## src/rtl/decoder_arbiter_8.sv

```systemverilog
// Round-robin owner of a shared 8-way decoder: one-cycle request-to-grant, forced release after MAX_HOLD.
// Ownership changes always pass through a one-cycle dead gap with Enable low.
module decoder_arbiter_8 #(
    parameter int MAX_HOLD = 16,
    parameter int HOLD_W   = 5
) (
    input  logic       Clock,
    input  logic       Reset,
    input  logic [7:0] Req,
    output logic       Enable,
    output logic [2:0] Sel,
    output logic [7:0] Grant,
    output logic       Busy,
    output logic       Preempt
);

    typedef enum logic [1:0] {
        S_IDLE  = 2'd0,
        S_GRANT = 2'd1,
        S_GAP   = 2'd2
    } state_t;

    // With preemption disabled the counter simply saturates at all-ones.
    localparam logic [HOLD_W-1:0] HOLD_SAT = (MAX_HOLD != 0) ? HOLD_W'(MAX_HOLD) : '1;

    state_t            state, state_nxt;
    logic [2:0]        sel_nxt;
    logic [2:0]        ptr, ptr_nxt;
    logic [HOLD_W-1:0] hold, hold_nxt;
    logic              preempt_nxt;

    logic              win_vld;
    logic [2:0]        win_idx;
    logic [2:0]        scan_idx;
    logic              owner_req;
    logic              others_req;

    // Scan from the farthest slot back toward ptr so the closest requester wins.
    always_comb begin
        win_vld  = 1'b0;
        win_idx  = ptr;
        scan_idx = ptr;
        for (int k = 7; k >= 0; k--) begin
            scan_idx = ptr + 3'(k);
            if (Req[scan_idx]) begin
                win_vld = 1'b1;
                win_idx = scan_idx;
            end
        end
    end

    assign owner_req  = Req[Sel];
    assign others_req = |(Req & ~(8'd1 << Sel));

    always_comb begin
        state_nxt   = state;
        sel_nxt     = Sel;
        ptr_nxt     = ptr;
        hold_nxt    = hold;
        preempt_nxt = 1'b0;
        case (state)
            S_IDLE, S_GAP: begin
                if (win_vld) begin
                    state_nxt = S_GRANT;
                    sel_nxt   = win_idx;
                    hold_nxt  = HOLD_W'(1);
                end else begin
                    state_nxt = S_IDLE;
                end
            end
            S_GRANT: begin
                if (!owner_req) begin
                    state_nxt = S_GAP;
                    ptr_nxt   = Sel + 3'd1;
                end else if ((MAX_HOLD != 0) && (hold == HOLD_SAT) && others_req) begin
                    state_nxt   = S_GAP;
                    ptr_nxt     = Sel + 3'd1;
                    preempt_nxt = 1'b1;
                end else if (hold != HOLD_SAT) begin
                    hold_nxt = hold + HOLD_W'(1);
                end
            end
            default: state_nxt = S_IDLE;
        endcase
    end

    always_ff @(posedge Clock) begin
        if (Reset) begin
            state   <= S_IDLE;
            Sel     <= 3'd0;
            ptr     <= 3'd0;
            hold    <= '0;
            Preempt <= 1'b0;
        end else begin
            state   <= state_nxt;
            Sel     <= sel_nxt;
            ptr     <= ptr_nxt;
            hold    <= hold_nxt;
            Preempt <= preempt_nxt;
        end
    end

    // Decoded purely from registers, so no path from Req reaches these pins.
    assign Enable = (state == S_GRANT);
    assign Busy   = (state != S_IDLE);
    assign Grant  = Enable ? (8'd1 << Sel) : 8'd0;

endmodule

```

## config.mk

```make
export PLATFORM = sky130hd
export DESIGN_NAME = decoder_arbiter_8
export DESIGN_NICKNAME = d
export VERILOG_FILES = /design/src/rtl/decoder_arbiter_8.sv
export SDC_FILE = /design/constraint.sdc
export NUM_CORES = 1
export LEC_CHECK = 0
export ABC_AREA = 0
export ABC_CLOCK_PERIOD_IN_PS = 3400
export BUFFER_PORTS_ARGS = -buffer_cell sky130_fd_sc_hd__buf_2
export CORE_MARGIN = 2
export CORE_UTILIZATION = 24
export DETAILED_ROUTE_END_ITERATION = 16
export GPL_TIMING_DRIVEN = 0
export PLACE_DENSITY = 0.38
export RECOVER_POWER = 50
export SYNTH_ARGS = -nofsm -noshare
export SYNTH_HDL_FRONTEND = slang
export SYNTH_SLANG_ARGS = --single-unit
```

## constraint.sdc

```tcl
create_clock -name Clock -period 3.4 [get_ports Clock]
set_input_delay 0.17 -clock Clock [delete_from_list [all_inputs] [get_ports Clock]]
set_output_delay 0.17 -clock Clock [all_outputs]
set_load 0.03 [all_outputs]
```

-- After elaboration in Yosys (flattened, before gate mapping)
Cells that the tools add are included.
- bits in latches: 0
- output and inout bits: 14
- flip-flop bits (word level): 14
- memory bits (read-only): 0
- logic and storage cells: 95
- memories kept: 0
- bits in writable memories: 0
- input port bits: 10
- add/sub/neg operators: 9
- mux-type cells: 47
- shift-type cells: 1
- $lt $le $gt $ge: 9
- reduce and logical (&&, ||, !) cells: 10
- eq/ne operators: 10
- multiply operators: 0
- divide/modulo/power cells: 0
- bitwise operators: 4
- operators with widths (operator ; number):
    $lt 3x4->1 const B ; 9
    $mux 3 ; 10
    $bmux 1 s3 ; 9
    $mux 5 ; 4
    $mux 1 ; 19
    $add 3x3->3 const B ; 4
    $pmux 5 s2 ; 1
    $and 8x8->8 ; 1
    $mux 8 ; 1
    $not 8->8 ; 1
    $reduce_or 8->1 ; 1
    $shl 1x3->8 const A ; 1
    $add 3x1->3 const B ; 2
    $add 3x2->3 const B ; 2
    $ne 2x1->1 const B ; 3
    $add 5x1->5 const B ; 1
    $eq 5x5->1 const B ; 1
    $ne 5x5->1 const B ; 1
    $reduce_and 5->1 ; 1
    $mux 2 ; 2
    $ne 2x2->1 const B ; 2
    $pmux 2 s2 ; 1
    $reduce_and 2->1 ; 2
    $reduce_bool 2->1 ; 2
    8 further kinds ; 9

-- Depth between registers and ports, before layout
- word-level depth: 13
- mapped depth: 12
- depth with buffers taken out: 8

-- Worst setup path before layout
OpenSTA, ideal clock, no wires.
- kind: register to register
- start point: register ptr[1]
- end point: register Sel[1]
- required time: 3269 ps
- buffers on the path: 4
- setup time: 131 ps
- stages on the path, launching flop included: 13
- path slack: 538 ps
- arrival: 2731 ps
- cell sequence: dfxtp_1 buf_2 buf_2 inv_1 ha_1 buf_2 mux4_2 mux2_2 nor2_1 a41o_1 buf_6 mux2i_1 a211oi_2
- longest elaborated chain between the ends: 12
- elaborated cells on any way between the ends: 40
- classes of those cells: add/sub: 7; mux: 32; reduce/logical: 1
- RTL lines (what ; line ; RTL):
    from (decl) ; 28 ; logic [2:0] ptr, ptr_nxt;
    from (signal assigned) ; 97 ; ptr <= ptr_nxt;
    $add 3x3->3 ; 44 ; scan_idx = ptr + 3'(k);
    $bmux 1 s3 ; 45 ; if (Req[scan_idx]) begin
    $mux 1 (implied by the code) ; 45 ;
    $mux 1 (8 in series) ; 45 ;
    $reduce_and 2->1 (no line) ; n/a ;
    to (signal assigned) ; 96 ; Sel <= sel_nxt;
    to (decl) ; 11 ; output logic [2:0] Sel,
Parallel ways exist; a longest one is shown, timed or not. The select of a mux whose other input is x is not followed.
A chain may end at the register's enable or synchronous reset.

-- Worst setup path after layout
- start point: register ptr[1]
- end point: register Sel[2]
The elaborated chain is that of the path after synthesis.

==> results.ini <==
[global_routing]
grt.met1_usage=0.182
grt_pass1_wl_mm=8.69
grt_antenna_before_repair=0
grt_most_used_layer=met2
met2_usage=0.219
grtUsageTotal=0.129
grt_max_degree=11
grtUsageMet3=0.00918
first_global_vias=1617
global_route_total_overflow=0

[die]
core_region_area_um2=7250
die-width_um=90.6
die_area_um2=8220
initial_utilization=0.248
io_pins=24
die_h_um=90.6
std_cell_rows=31

[hold_path]
class_of_the_tightest_hold_or_removal_check=input port to register

[clock_tree]
ctsRootBufferMaster=sky130_fd_sc_hd__clkbuf_8
tritoncts=built
cts_hold_repair.buffers=0
clk-insertion-delay-late_ns=0.24
clkSlewWorstSetupHoldPaths_ns=0.06
cts_repair_resize_count=0
cts-root-to-sink-buffers=2
tritoncts_num_sinks=14
cts.repair_timing.setup_buffer_count=0
ctsHtreeMaxLevel=1
number_of_buffers_created_by_cts=3

[pwr]
vdd_drop_max_uv=242
seqPwrFrac=0.233
combinationalPowerShare=0.583
pwr_density_cell_nw_per_um2=417
switchingPower_w=0.000372
power.leakage_nw=0.774
power.clock.fraction=0.184
p_sw_frac=0.426
int_pwr_w=0.000502

[sta]
min_period_ns=3.11
max_freq_ghz=0.321
worst_slew_pin_slew_ns=0.528
timing_hold_violations_final=0
relSlewSlack=0.643
setup_viol=0
rsz0062_at_grt=no
maxSlewViolCount=0
hold-worst-slack_ns=0.255
finalCritPeriodShare=0.916
finalClockSkew_ns=0.00210
timing.setup.tns_ns=0

[logic_synthesis]
ys_seq_area_frac=0.156
netlist_area_um2=1800
netlist_instances=200
postSynth.asyncResetShare=0
postSynth.topFlopCell=sky130_fd_sc_hd__dfxtp_1
synth_top_cells_by_area=sky130_fd_sc_hd__mux4_2 19%, sky130_fd_sc_hd__dfxtp_1 16%, sky130_fd_sc_hd__ha_1 6.9%
synth-seq-cells=14
synth_largest_type_area_fraction=0.188
yosys.cell_types.count=53
synth_enable_flop_cells=0
postSynthNetCount=220
synth.largest_area_cell=sky130_fd_sc_hd__mux4_2
synth_warnings=0
synth_area_per_cell_um2=9.01

[drt]
initialDrtViolationCount=90
wl_mm=5.23
detail_route.first_pass.iterations=4
route.detailed.drc=0
post_detailed_route_via_to_cell_ratio=5.14
dr_total_vias=1677
ant_nets=0
wl_per_cell_um=16.0

[finish]
antenna_cells_inserted=0
commonest_non_fill_non_tap_cell_in_the_layout=sky130_fd_sc_hd__clkbuf_1
multi_input_comb_area_um2=1400
regArea_um2=280
layout-area-overhead-vs-synth_pct=16.4
layout.nets=248
layout.cells.most_common_list=21 x sky130_fd_sc_hd__clkbuf_1, 18 x sky130_fd_sc_hd__a21oi_1, 17 x sky130_fd_sc_hd__inv_1
drive_above_1_share=0.225
nFillCells=811

[critical_path]
crit_fanout=10
timing.critical_path.from_type=register
cp-end-kind=register
critPathArrivalTime_ns=3.22
critPathRequiredTime_ns=3.51
path_class=register to register

[job]
cap_viol_max_count=0

[place]
gpl.final_weighted_congestion=0.850
port_buffers=23
place_hpwl_mm=4.05

[status]
run_status=finished, final reports clean

-- per-stage QoR --
step,utilization,area [um2],worst slack (ns),std cells,power [W]
global route,0.289,2100,0.0916,326,0.000945
CTS,0.289,2100,0.0492,326,0.000877
floorplan,-,1800,0.538,200,0.000587
global placement,0.281,2040,0.00694,322,0.000723
detailed placement,0.281,2040,0.0694,322,0.000713
finish,0.289,2100,0.285,326,0.000875
-- cell type report --
| cell class | instances | share of cell area |
|---|---|---|
| buffer | 14 | 0.0370 |
| clock buffer | 4 | 0.0263 |
| inverter | 17 | 0.0304 |
| multi-input combinational | 155 | 0.666 |
| sequential | 14 | 0.134 |
| tap | 99 | 0.0591 |
| timing repair buffer | 23 | 0.0471 |
-- sequential cells by signal (all words and copies together), names as in the netlist --
| signal | cells |
|---|---|
| Preempt | 1 |
| Sel | 3 |
| hold | 5 |
| ptr | 3 |
| state | 2 |
-- worst max-delay path, cell delays in order (launching register included) --
cell,delay [ns]
sky130_fd_sc_hd__dfxtp_1,0.32
sky130_fd_sc_hd__buf_2,0.19
sky130_fd_sc_hd__clkbuf_4,0.24
sky130_fd_sc_hd__inv_1,0.14
sky130_fd_sc_hd__ha_4,0.32
sky130_fd_sc_hd__buf_4,0.19
sky130_fd_sc_hd__mux4_2,0.40
sky130_fd_sc_hd__a221oi_1,0.36
sky130_fd_sc_hd__a311oi_1,0.09
sky130_fd_sc_hd__o221ai_1,0.22
sky130_fd_sc_hd__a21oi_1,0.12
sky130_fd_sc_hd__o41ai_1,0.37
-- per-layer routing --
layer / part of all wire / vias up
li1: - / 821
met1: 0.50 / 821
met2: 0.47 / 31
met3: 0.020 / 4
met4: 0.0052 / 0
met5: 0 / -
-- worst paths after layout --
path / startpoint / end / slack, ns / cells after the start
hold reg to reg: hold[1]$_SDFFE_PP0P_ / hold[1]$_SDFFE_PP0P_ / 0.51 / 2
setup reg to reg: ptr[1]$_SDFFE_PP0P_ / Sel[2]$_SDFFE_PP0P_ / 0.29 / 11
hold / removal: Reset / Sel[2]$_SDFFE_PP0P_ / 0.26 / 2
setup / recovery: ptr[1]$_SDFFE_PP0P_ / Sel[2]$_SDFFE_PP0P_ / 0.29 / 11
-- power by group through the flow --
| stage | Sequential, W | Combinational, W | Clock, W |
|---|---|---|---|
| 2_1_floorplan | 0.000211 | 0.000376 | 0 |
| 3_3_place_gp | 0.000210 | 0.000513 | 0 |
| 3_5_place_dp | 0.000209 | 0.000504 | 0 |
| 4_1_cts | 0.000205 | 0.000507 | 0.000165 |
| 5_1_grt | 0.000208 | 0.000563 | 0.000175 |
| 6_report | 0.000204 | 0.000510 | 0.000161 |
-- synthesized netlist by cell type, types with 3 or more instances --
| master | number |
|---|---|
| sky130_fd_sc_hd__inv_1 | 17 |
| sky130_fd_sc_hd__a221oi_1 | 3 |
| sky130_fd_sc_hd__and2_1 | 4 |
| sky130_fd_sc_hd__nand4_1 | 3 |
| sky130_fd_sc_hd__nor2_1 | 11 |
| sky130_fd_sc_hd__a21oi_1 | 18 |
| sky130_fd_sc_hd__or3_1 | 4 |
| sky130_fd_sc_hd__ha_1 | 10 |
| sky130_fd_sc_hd__nor3_1 | 3 |
| sky130_fd_sc_hd__mux2i_1 | 7 |
| sky130_fd_sc_hd__and3_1 | 7 |
| sky130_fd_sc_hd__mux4_2 | 15 |
| sky130_fd_sc_hd__xor2_1 | 3 |
| sky130_fd_sc_hd__buf_2 | 4 |
| sky130_fd_sc_hd__clkbuf_1 | 8 |
| sky130_fd_sc_hd__mux2_2 | 5 |
| sky130_fd_sc_hd__nand2_1 | 10 |
| sky130_fd_sc_hd__dfxtp_1 | 14 |
| sky130_fd_sc_hd__xnor2_1 | 3 |
| sky130_fd_sc_hd__o21ai_0 | 5 |
| sky130_fd_sc_hd__a31o_2 | 4 |
-- cells by family (layout without fill, tap and decap cells) --
family          after synthesis  in the layout  share of synthesized area
compound gates               53             53                      0.209
xor+xnor                      6              6                     0.0292
fa+ha+maj                    10             10                     0.0694
buf+inv                      31             58                     0.0757
flops                        14             14                      0.156
mux                          30             30                      0.288
simple gates                 56             56                      0.173
Note: power is estimated with default switching activity, not from simulation.
